===== src/rtl/gray_counter.sv =====
// gray_counter: synchronous up/down counter that registers a binary count and
// its Gray-coded form on the same edge, plus a one-cycle wrap pulse.
module gray_counter #(
    parameter int unsigned WIDTH = 4
) (
    input  logic             clk,
    input  logic             rst,
    input  logic             en,
    input  logic             up_down,
    input  logic             load,
    input  logic [WIDTH-1:0] load_value,
    output logic [WIDTH-1:0] binary_out,
    output logic [WIDTH-1:0] gray_out,
    output logic             wrap
);

    logic [WIDTH-1:0] step_bin;
    logic [WIDTH-1:0] step_gray;
    logic             step_wrap;
    logic [WIDTH-1:0] load_gray;

    // Next count value for a count step, its Gray form, and whether it wraps.
    always_comb begin
        step_bin  = '0;
        step_wrap = 1'b0;
        if (up_down) begin
            step_bin  = binary_out + WIDTH'(1);
            step_wrap = (binary_out == '1);
        end else begin
            step_bin  = binary_out - WIDTH'(1);
            step_wrap = (binary_out == '0);
        end
        step_gray = step_bin ^ (step_bin >> 1);
        load_gray = load_value ^ (load_value >> 1);
    end

    // State update with priority rst > load > en > hold; wrap only from a count step.
    always_ff @(posedge clk) begin
        if (rst) begin
            binary_out <= '0;
            gray_out   <= '0;
            wrap       <= 1'b0;
        end else if (load) begin
            binary_out <= load_value;
            gray_out   <= load_gray;
            wrap       <= 1'b0;
        end else if (en) begin
            binary_out <= step_bin;
            gray_out   <= step_gray;
            wrap       <= step_wrap;
        end else begin
            wrap       <= 1'b0;
        end
    end

endmodule

===== config.mk =====
export PLATFORM = sky130hd
export DESIGN_NAME = gray_counter
export DESIGN_NICKNAME = d
export VERILOG_FILES = /design/src/rtl/gray_counter.sv
export SDC_FILE = /design/constraint.sdc
export NUM_CORES = 1
export LEC_CHECK = 0
export ABC_AREA = 1
export CAP_MARGIN = 20
export CORE_MARGIN = 2
export CORE_UTILIZATION = 30
export DETAILED_ROUTE_END_ITERATION = 8
export GPL_TIMING_DRIVEN = 0
export PLACE_DENSITY = 0.62
export SYNTH_ARGS = -nofsm -noshare
export SYNTH_HDL_FRONTEND = slang
export SYNTH_SLANG_ARGS = --single-unit

===== constraint.sdc =====
create_clock -name clk -period 4.4 [get_ports clk]
set_clock_uncertainty 0.1 [all_clocks]
set_input_delay 0.88 -clock clk [delete_from_list [all_inputs] [get_ports clk]]
set_output_delay 0.88 -clock clk [all_outputs]
set_load 0.02 [all_outputs]

Word level (Yosys, flattened, before mapping) --
Index checks and enable logic that the tools add are counted.
Storage, ports and cells: flip-flop bits (word level) 9, latch bits 0, memory bits (writable) 0, bits in read-only memories 0, word-level logic and storage cells 18, memories kept 0
Cells by class: add/sub/neg operators 2, multiply operators 0, divide/modulo/power cells 0, order comparisons 0, eq/ne operators 1, shifts and indexed selects 0, mux-type cells 6, bitwise logic cells 3, reduce and logical (&&, ||, !) cells 3
Operators with widths (number):
- 4-bit 2-to-1 mux | 5
- 4-bit by 3-bit bitwise XOR with 4-bit output | 2
- 4-bit by 1-bit adder with 4-bit output (second input constant) | 1
- 4-bit equality test (second input constant) | 1
- 4-bit logical NOT | 1
- 4-bit by 1-bit subtractor with 4-bit output (second input constant) | 1
- 3-bit OR reduction | 1
- 2-bit nonzero test | 1
- 1-bit 2-to-1 mux | 1
- 1-bit inverter | 1

Logic depth before layout (Yosys ltp) --
Gate-level depths: netlist (run 1).
depth in word-level cells 5, gate-level depth with buffers 9, mapped depth without buffers 9

Least setup slack after synthesis (run 1) --
No wires, ideal clock.
kind input -> register, start point in up_down, end point reg gray_out[1], setup time 117 ps, data arrival time 1790 ps, data required time 4183 ps, setup slack 2393 ps, stages on the path 7, buffers on the path 0, path through inv_2 > fa_1 > inv_1 > nand4_1 > nand2_1 > a21oi_1 > nor2_1
On the way: cells in the longest elaborated chain, start to end 4
Ends and longest elaborated chain:
- start, declared | line 9 | input logic up_down,
- 4-bit 2-to-1 mux | line 26 | if (up_down) begin
- 4-bit by 3-bit bitwise XOR with 4-bit output | line 33 | step_gray = step_bin ^ (step_bin >> 1);
- 4-bit 2-to-1 mux | line 47 | end else if (en) begin
- 4-bit 2-to-1 mux | line 43 | end else if (load) begin
- end signal, assigned | line 45 | gray_out <= load_gray;
- end signal, assigned | line 49 | gray_out <= step_gray;
- end, declared | line 13 | output logic [WIDTH-1:0] gray_out,
Every way passes these cells. The select of a mux whose other input is x is not followed. A chain may end at the register's enable or synchronous reset.

==> summary.txt, run 1 <==
Finish
  • Ant diodes: 0
  • Commonest non-fill, non-tap cell in the layout: nand2_1
  • Reg area: 160.2 µm²
  • Filler instances: between 200 and 250
  • Final instance area: between 800 and 900 µm²
  • Post-layout nets: between 100 and 150
  • Area Overhead vs Synth: 36.27%
  • Multi-input gate area: between 300 and 400 µm²
  • Most frequent cells in the layout: nand2_1 (24), clkdlybuf4s50_1 (16), inv_1 (10)
  • Fraction of layout cells with a size suffix above 1: between 10% and 20%

Pwr
  • Cell Int Power: 0.0001491 W
  • P_sw: about 0.00008 W
  • P per Cell Area: 281.5 nW/µm²
  • Pleak: approximately 0.38 nW
  • Comb pwr share: a little under two fifths
  • Sequential share of power: between 30% and 40%
  • Sw Ratio: between 30% and 40%
  • Clock power share: between 20% and 30%
  • VDD IR max: between 0.1 and 0.15 mV

CTS
  • H-tree depth: 1
  • TritonCTS buffer count: 3
  • Clk root buf: clkbuf_4
  • CTS tree: done
  • CTS max path bufs: 2
  • Clock slew seen by the registers of the worst setup and hold paths: approximately 0.050 ns
  • Worst-Skew Late Latency: approximately 0.26 ns
  • CTS Sinks: 8
  • Post-CTS sizing: 0
  • Setup Buffers After CTS: 0
  • Cts hold-fix bufs: 0

Global routing
  • Number of antenna violations at the first check in global routing: 0
  • Total track usage: around an eighth
  • Largest net degree at the start of global routing: 11
  • Grt peak-use layer: met2
  • Total gr overflow: 0
  • Vias in the first global route: 565
  • Met1 Track Usage GR: between 10% and 20%
  • Global-route wire length before repair: around 2300 µm
  • Met3 usage: under 10%
  • Met2 usage in global routing: 19.18%

Critical path
  • Worst Path Max Fanout: 5
  • Setup crit start kind: flop
  • Setup crit end kind: output port
  • Crit path arrival time: 1.39 ns
  • CP Class: flop to output port
  • Critical Path RT: between 3 and 4 ns

Synthesis
  • Post-Syn Area: slightly below 600 µm²
  • Syn_nets: a little over 100
  • Top cell type's share of synthesized area: between 20% and 30%
  • Post-Synthesis Cells: 90
  • Seq/Total Area, Yosys: around 27%
  • Syn Area/Cell: 6.631 µm²
  • Cell taking the most area after synthesis: dfxtp_1
  • Flops & latches, synth: 8
  • Yosys warnings: 0
  • Ranking of synthesized cells by area: dfxtp_1 (27%), nand2_1 (15%), inv_1 (6.3%)
  • Cell variety after synth: 25

Drt
  • DR vias: between 600 and 700
  • Antenna Nets Post-Route: 0
  • Detailed Route WL: between 1000 and 1500 µm
  • Vias per cell: around 4.6
  • Number of remaining DRC errors: 0
  • DRT Pass-1 Iters: 4
  • Initial DRC Count: 23
  • DR WL/cell: a little over 10 µm

Flow run
  • Total of max-cap violations: 0

Floorplanning
  • Die width: 48.60 µm
  • Core Region: between 1500 and 2000 µm²
  • Starting Density: between 30% and 40%
  • Die ar.: roughly 2400 µm²
  • I/O Pins: 18
  • FP Rows: 16
  • Die height: a little under 50 µm

Timing
  • RSZ-0062 raised after global routing: no
  • Slew @ Worst Pin: about 0.25 ns
  • Slew Limit Fails: 0
  • Setup TNS Final: 0 ns
  • Final Setup Violations: 0
  • Tcrit/Tclk final: 53.83%
  • Fmax: approximately 0.42 GHz
  • Minimum clock period: about 2.4 ns
  • Headroom to the max-slew limit: 83.04%
  • Hold Fails Final Rpt: 0

Placement
  • PortBufs: 16
  • Detailed Place HPWL: between 1000 and 1500 µm
  • GPL Wtd Cong: 0.8559
  • Placed cell areas: 790.8 µm²

Hold path
  • Hold Path Class: flop to flop

Status
  • Status: complete, no violations
## cell type report
cell class,count,area share (%)
Inverter,14,7.077
Sequential cell,8,19.69
Buffer,2,2.308
Tap cell,27,4.154
Multi-Input combinational cell,66,44.31
Timing Repair Buffer,16,19.69
Clock buffer,3,2.769
## sequential cells by signal (all words and copies together) (netlist names)
signal and cells:
binary_out 4, gray_out 3, wrap 1
## Yosys cell counts
cell type / instances
nand2_8: 1
nor2_2: 1
buf_4: 1
nor2_1: 8
o21ai_2: 1
fa_1: 1
a21oi_1: 3
a21oi_2: 1
inv_1: 10
nand3_1: 5
nand2_1: 24
nor3_1: 3
o21ai_0: 1
nand2_2: 2
inv_6: 1
a22oi_1: 2
dfxtp_1: 8
ha_1: 2
o21ai_1: 4
nand4_1: 1
or2_1: 1
buf_6: 1
o22ai_1: 2
inv_2: 3
a31oi_1: 3
## through the flow
step                      hold slack, ns  cells  power [W]  utilization (%)  worst slack [ns]
final                             0.4193    136  0.0002289            42.32             2.031
after floorplan                   0.4842     90  0.0001421                -             2.393
after CTS                         0.4168    136  0.0002308            42.32             2.024
after global routing              0.4759    136  0.0002454            42.32             1.912
after detailed placement          0.4088    133  0.0001736            41.15             1.754
after global placement            0.4094    133  0.0001730            41.15             1.776
## power groups by stage
stage | clock, W | sequential, W | combinational [W]
after floorplan | 0 | 0.0000944 | 0.0000477
after global placement | 0 | 0.0000881 | 0.0000849
after detailed placement | 0 | 0.0000881 | 0.0000855
after CTS | 0.0000579 | 0.0000866 | 0.0000863
after global routing | 0.0000619 | 0.0000874 | 0.0000960
final | 0.0000563 | 0.0000864 | 0.0000862
## worst paths after layout
kind	end	start	slack, ns	cells past startpoint
setup / recovery	gray_out[3]	binary_out[3]	2.03	2
hold / removal	gray_out[0]	gray_out[0]	0.42	2
setup reg to reg	gray_out[1]	binary_out[0]	2.85	5
hold reg to reg	gray_out[0]	gray_out[0]	0.42	2
## metal layers
layer  wire [µm]  vias up
met3          92        2
met1         661      275
met2         644       20
met5           0        -
met4          14        0
li1            -      335
## logic make-up (layout without fill, tap and decap cells)
family | Yosys count | count (layout) | synth area share, %
AND/OR/NAND/NOR | 46 | 46 | 35.43
AO/OA/AOI/OAI | 17 | 17 | 17.40
buffers and inverters | 16 | 35 | 12.79
flip-flops | 8 | 8 | 26.83
adder cells (fa/ha/maj) | 3 | 3 | 7.547
## worst max-delay path, stage by stage, from the launching register on
cell and delay (ns):
dfxtp_1 0.41, buf_4 0.14, clkdlybuf4s50_1 0.59
(Power assumes the default switching activity.)
==> run 2, diff against run 1 <==
PLACE_DENSITY = 0.64   (was 0.62)
clock period = 2 ns   (was 4.4 ns; I/O delays follow)
==> run 2 against run 1 <==
Wire length is 1.3% lower. Critical path depth is 1 lower. Power is 120% higher. Count of clock-buffer cells in the layout stayed put.
==> summary.txt, run 2 (synthesis results as in run 1) <==
Status
  • Status: complete, no violations

Placement
  • GPL Wtd Cong: 0.8124 (-5.1%)
  • Dpl ws: -0.1454 ns (-1.900 ns)
  • PortBufs: 16 (unchanged)
  • Placed cell areas: 790.8 µm² (unchanged)
  • Detailed Place HPWL: 1093 µm (+0.44%)
  • Placed cell count: 133 (unchanged)

Drt
  • Number of remaining DRC errors: 0 (unchanged)
  • DRT Pass-1 Iters: 4 (unchanged)
  • Antenna Nets Post-Route: 0 (unchanged)
  • Vias per cell: 4.765 (+2.5%)
  • DR WL/cell: 10.24 µm (-1.3%)
  • Detailed Route WL: 1393 µm (-1.3%)
  • DR vias: 648 (+2.5%)
  • Initial DRC Count: 9 (-61%)

Global routing
  • Vias in the first global route: 583 (+3.2%)
  • Met3 usage: 4.630% (-1.5 points)
  • Met1 Track Usage GR: 16.00% (-0.12 points)
  • Total gr overflow: 0 (unchanged)
  • Total track usage: 13.52% (+0.88 points)
  • Grt peak-use layer: met2
  • Number of antenna violations at the first check in global routing: 0 (unchanged)
  • Met2 usage in global routing: 22.15% (+3.0 points)
  • Global-route wire length before repair: 2463 µm (+5.9%)
  • Largest net degree at the start of global routing: 11 (unchanged)

Timing
  • Headroom to the max-slew limit: 81.10% (-1.9 points)
  • RSZ-0062 raised after global routing: no
  • Final Setup Violations: 0 (unchanged)
  • Hold Fails Final Rpt: 0 (unchanged)
  • Fmax: 0.5273 GHz
  • Setup TNS Final: 0 ns (unchanged)
  • Slew Limit Fails: 0 (unchanged)
  • Minimum clock period: 1.896 ns
  • Tcrit/Tclk final: roughly 95%
  • Slew @ Worst Pin: 0.2831 ns (+0.02911 ns)
  • Worst setup margin: 0.1037 ns (-1.928 ns)

Finish
  • Biggest register: binary_out
  • Flip-flop count of the largest register after layout: 4 (unchanged)
  • Fin cells: 136 (unchanged)
  • Post-layout nets: 123 (unchanged)
  • Largest regs: binary_out x4, gray_out x3, wrap x1
  • Ant diodes: 0 (unchanged)
  • Area Overhead vs Synth: 36.69%
  • Final instance area: 815.8 µm² (+0.31%)
  • Most frequent cells in the layout: nand2_1 (23), clkdlybuf4s50_1 (16), inv_1 (10)
  • Post-layout util: 42.45% (+0.13 points)
  • Commonest non-fill, non-tap cell in the layout: nand2_1
  • Fraction of layout cells with a size suffix above 1: 14.68% (+0.92 points)

Critical path
  • CP Launch Point: binary_out[0]
  • CP peak stage delay: 0.66 ns (+0.07 ns)
  • CP top delay family: buffers and inverters
  • FF-to-FF End: gray_out[0]
  • R2r setup slk: 0.42 ns (-2.43 ns)
  • Setup crit end kind: output port
  • Worst Path Max Fanout: 7 (+2)
  • Crit path arrival time: 1.40 ns (about the same)
  • CP Class: flop to output port
  • WP buf/inv: 1 (-1)
  • Setup crit start kind: flop
  • Slowest-stage cell, CP: clkdlybuf4s50_1
  • RR Startpoint: binary_out[0]
  • CP cell instances: clkdlybuf4s50_1
  • Crit path capture: binary_out[0]
  • Critical Path RT: 1.50 ns (-1.92 ns)
  • R2R cell count: 7 (+2)
  • Cell depth of the worst setup path: 1 (-1)

Floorplanning
  • FP Rows: 16 (unchanged)
  • Die ar.: 2362 µm² (unchanged)
  • Die height: 48.60 µm (unchanged)
  • Die width: 48.60 µm (unchanged)
  • Core Region: 1922 µm² (unchanged)
  • I/O Pins: 18 (unchanged)
  • Starting Density: 31.05% (unchanged)

CTS
  • TritonCTS buffer count: 3 (unchanged)
  • Clk root buf: clkbuf_4
  • CTS max path bufs: 2 (unchanged)
  • CTS tree: done
  • H-tree depth: 1 (unchanged)
  • CTS Sinks: 8 (unchanged)
  • Cts hold-fix bufs: 0 (unchanged)
  • Worst-Skew Late Latency: 0.26 ns (about the same)
  • Clock slew seen by the registers of the worst setup and hold paths: 0.05 ns (about the same)

Pwr
  • VDD IR max: 0.3608 mV (+170%)
  • P per Cell Area: 619.8 nW/µm² (+120%)
  • Pleak: 0.3799 nW (+0.15%)

Hold path
  • Hold Path Class: input port to flop

Flow run
  • Total of max-cap violations: 0 (unchanged)
run 2: layout make-up:
type	count	area, µm²
inverters	14	57.56
plain buffers	2	18.77
well taps	27	33.78
multi-input cells	66	362.8
flip-flops and latches	8	160.2
repair buffers	16	160.2
clock buffers	3	22.52
fillers	219	1106
run 2: routing by layer:
layer / vias to the layer above / wire length, µm
li1: 332 / -
met1: 297 / 605
met2: 17 / 699
met3: 2 / 76
met4: 0 / 12
met5: - / 0
run 2: per-stage QoR:
stage               hold slack [ns]  total power [W]
floorplan                    0.4053        0.0003127
global placement             0.4123        0.0003800
detailed placement           0.4157        0.0003817
CTS                          0.3691        0.0005096
global route                 0.4125        0.0005409
finish                       0.3770        0.0005056
run 2: repair_timing:
item                                    in CTS  in global routing
buffers inserted                             0                  0
resized for setup                            0                  1
endpoints found under the setup margin       0                  1
run 2: report_power, final:
part	internal [W]	total (W)	switching [W]
registers	0.000174	0.000191	0.0000168
logic	0.0000858	0.000190	0.000104
clock network	0.0000687	0.000125	0.0000563
total	0.000329	0.000506	0.000177
run 2: how the worst min path moves through the flow:
stage,cells after the start,to,start
final,3,binary_out[1],load
after detailed placement,2,gray_out[0],gray_out[0]
after floorplan,1,binary_out[2],rst
after CTS,3,binary_out[1],load
after global placement,2,gray_out[0],gray_out[0]
after global routing,3,binary_out[1],load
run 2: worst register-to-register path, cell delays in order (launching register included):
cell and delay, ns:
dfxtp_1 0.48, fa_1 0.51, inv_1 0.09, nand2_1 0.05, nand3_1 0.09, nand2_1 0.05, nand2_1 0.05, a21oi_1 0.05
==> run 3, diff against run 2 <==
PLACE_DENSITY = default   (was 0.64)
==> run 3 against run 2 <==
Critical path type unchanged. Critical path depth rose by 1. First-iteration DRC count grew 22%. Count of clock-buffer cells in the layout did not move. Register-to-register slack barely moved. Sequential cell count unchanged. Combinational power is essentially flat. Global-route usage grew 1.3 points. Die area unchanged. Sequential power hardly changed. Utilization did not move.
==> summary.txt, run 3 (synthesis results as in run 1) <==
Status
  • Status: complete, no violations

Timing
  • RSZ-0062 raised after global routing: no
  • Minimum clock period: 1.894 ns (-0.002169 ns)
  • Fmax: 0.5279 GHz (+0.11%)
  • Headroom to the max-slew limit: 82.71% (+1.6 points)
  • Worst setup margin: 0.1058 ns (+0.002169 ns)
  • Setup TNS Final: 0 ns (unchanged)
  • Slew Limit Fails: 0 (unchanged)
  • Hold Fails Final Rpt: 0 (unchanged)
  • Tcrit/Tclk final: 94.71% (-0.11 points)
  • Final Setup Violations: 0 (unchanged)
  • Slew @ Worst Pin: 0.2583 ns (-0.02480 ns)
  • Worst Hold Slack: 0.3832 ns (+0.006219 ns)

Finish
  • Most frequent cells in the layout: nand2_1 (24), clkdlybuf4s50_1 (15), inv_1 (10)
  • Ant diodes: 0 (unchanged)
  • Flip-flop count of the largest register after layout: 4 (unchanged)
  • Area Overhead vs Synth: 36.69% (unchanged)
  • Post-layout util: 42.45% (unchanged)
  • Largest regs: binary_out x4, gray_out x3, wrap x1
  • Post-layout nets: 123 (unchanged)
  • Commonest non-fill, non-tap cell in the layout: nand2_1
  • Fin cells: 136 (unchanged)
  • Filler instances: 217 (-0.91%)
  • Biggest register: binary_out
  • Fraction of layout cells with a size suffix above 1: 13.76% (-0.92 points)

CTS
  • Worst-Skew Late Latency: 0.26 ns (about the same)
  • CTS Sinks: 8 (unchanged)
  • H-tree depth: 1 (unchanged)
  • Clk root buf: clkbuf_4
  • CTS max path bufs: 2 (unchanged)
  • Cts hold-fix bufs: 0 (unchanged)
  • CTS tree: done
  • Setup Buffers After CTS: 0 (unchanged)
  • TritonCTS buffer count: 3 (unchanged)
  • Post-CTS sizing: 0 (unchanged)
  • Clock slew seen by the registers of the worst setup and hold paths: 0.05 ns (about the same)

Placement
  • PortBufs: 16 (unchanged)
  • Detailed Place HPWL: 1140 µm (+4.3%)
  • Placed cell count: 133 (unchanged)
  • Dpl ws: -0.1622 ns (-0.01680 ns)
  • GPL Wtd Cong: 0.7578 (-6.7%)

Drt
  • DR WL/cell: 10.40 µm (+1.6%)
  • Vias per cell: 4.713 (-1.1%)
  • Detailed Route WL: 1415 µm (+1.6%)
  • Antenna Nets Post-Route: 0 (unchanged)
  • DR vias: 641 (-1.1%)
  • Top layer reached by signal wires: met4
  • Met3 WL: 86 µm (+13%)
  • WL met1: 636 µm (+5.1%)
  • Number of remaining DRC errors: 0 (unchanged)
  • Met2 Routed Length: 684 µm (-2.1%)
  • DRT Pass-1 Iters: 4 (unchanged)
  • Initial DRC Count: 11 (+2)

Critical path
  • CP Launch Point: binary_out[3]
  • Critical Path RT: 1.50 ns (about the same)
  • RR Startpoint: binary_out[0]
  • R2R cell count: 7 (unchanged)
  • Setup crit start kind: flop
  • Setup crit end kind: output port
  • Crit path arrival time: 1.39 ns (about the same)
  • FF-to-FF End: gray_out[0]
  • CP Class: flop to output port
  • R2r setup slk: 0.41 ns (about the same)
  • Crit path capture: gray_out[3]
  • Worst Path Max Fanout: 5 (-2)

Pwr
  • P per Cell Area: 617.7 nW/µm² (-0.35%)
  • Pleak: 0.3884 nW (+2.2%)
  • VDD IR max: 0.3205 mV (-11%)

Flow run
  • Total of max-cap violations: 0 (unchanged)

Hold path
  • Hold Path Class: input port to flop

Floorplanning
  • Die height: 48.60 µm (unchanged)
  • FP Rows: 16 (unchanged)
  • Core Region: 1922 µm² (unchanged)
  • I/O Pins: 18 (unchanged)
  • Starting Density: 31.05% (unchanged)
  • Die ar.: 2362 µm² (unchanged)
  • Die width: 48.60 µm (unchanged)

Global routing
  • Global-route wire length before repair: 2718 µm (+10%)
  • Largest net degree at the start of global routing: 11 (unchanged)
  • Total gr overflow: 0 (unchanged)
  • Number of antenna violations at the first check in global routing: 0 (unchanged)
  • Vias in the first global route: 614 (+5.3%)
  • Total track usage: 14.77% (+1.3 points)
-- run 3: changes by cell type in the layout (fill, tap and decap cells not counted), sizes merged --
cell / delta
clkdlybuf4s50: -1
dlymetal6s2s: +1
-- run 3: through the flow --
step                      power [W]  cell area, µm²
after detailed placement  0.0003834           790.8
after floorplan           0.0003127           596.8
after global routing      0.0005477           815.8
after CTS                 0.0005097           813.3
final                     0.0005039           815.8
after global placement    0.0003807           790.8
-- run 3: routing by layer --
metal / up-vias / GRT usage [%]
met5: - / 0
met4: 0 / 3.333
met3: 2 / 6.481
met2: 13 / 23.52
met1: 291 / 18.36
li1: 335 / -
-- run 3: worst min path at each step --
stage	from	end	cells past startpoint
2_1_floorplan	rst	binary_out[2]	1
3_3_place_gp	gray_out[0]	gray_out[0]	2
3_5_place_dp	gray_out[1]	gray_out[1]	2
4_1_cts	load	binary_out[1]	3
5_1_grt	load	binary_out[1]	3
6_report	load	binary_out[1]	3
-- run 3: critical path, stage by stage (launching register included) --
cell	delay (ns)
dfxtp_1	0.41
buf_4	0.14
clkdlybuf4s50_1	0.59
-- run 3: report_power, final --
part / total (W) / internal (W) / switching (W)
combinational: 0.000189 / 0.0000850 / 0.000104
clock: 0.000125 / 0.0000688 / 0.0000564
sequential: 0.000190 / 0.000174 / 0.0000157
total: 0.000504 / 0.000328 / 0.000176
-- run 3: final cells by class --
cell class | count | area [µm²] | area share (%)
clock buffers | 3 | 22.52 | 2.761
multi-input cells | 66 | 360.3 | 44.17
repair buffers | 16 | 162.7 | 19.94
inverters | 14 | 57.56 | 7.055
plain buffers | 2 | 18.77 | 2.301
well taps | 27 | 33.78 | 4.141
flip-flops and latches | 8 | 160.2 | 19.63
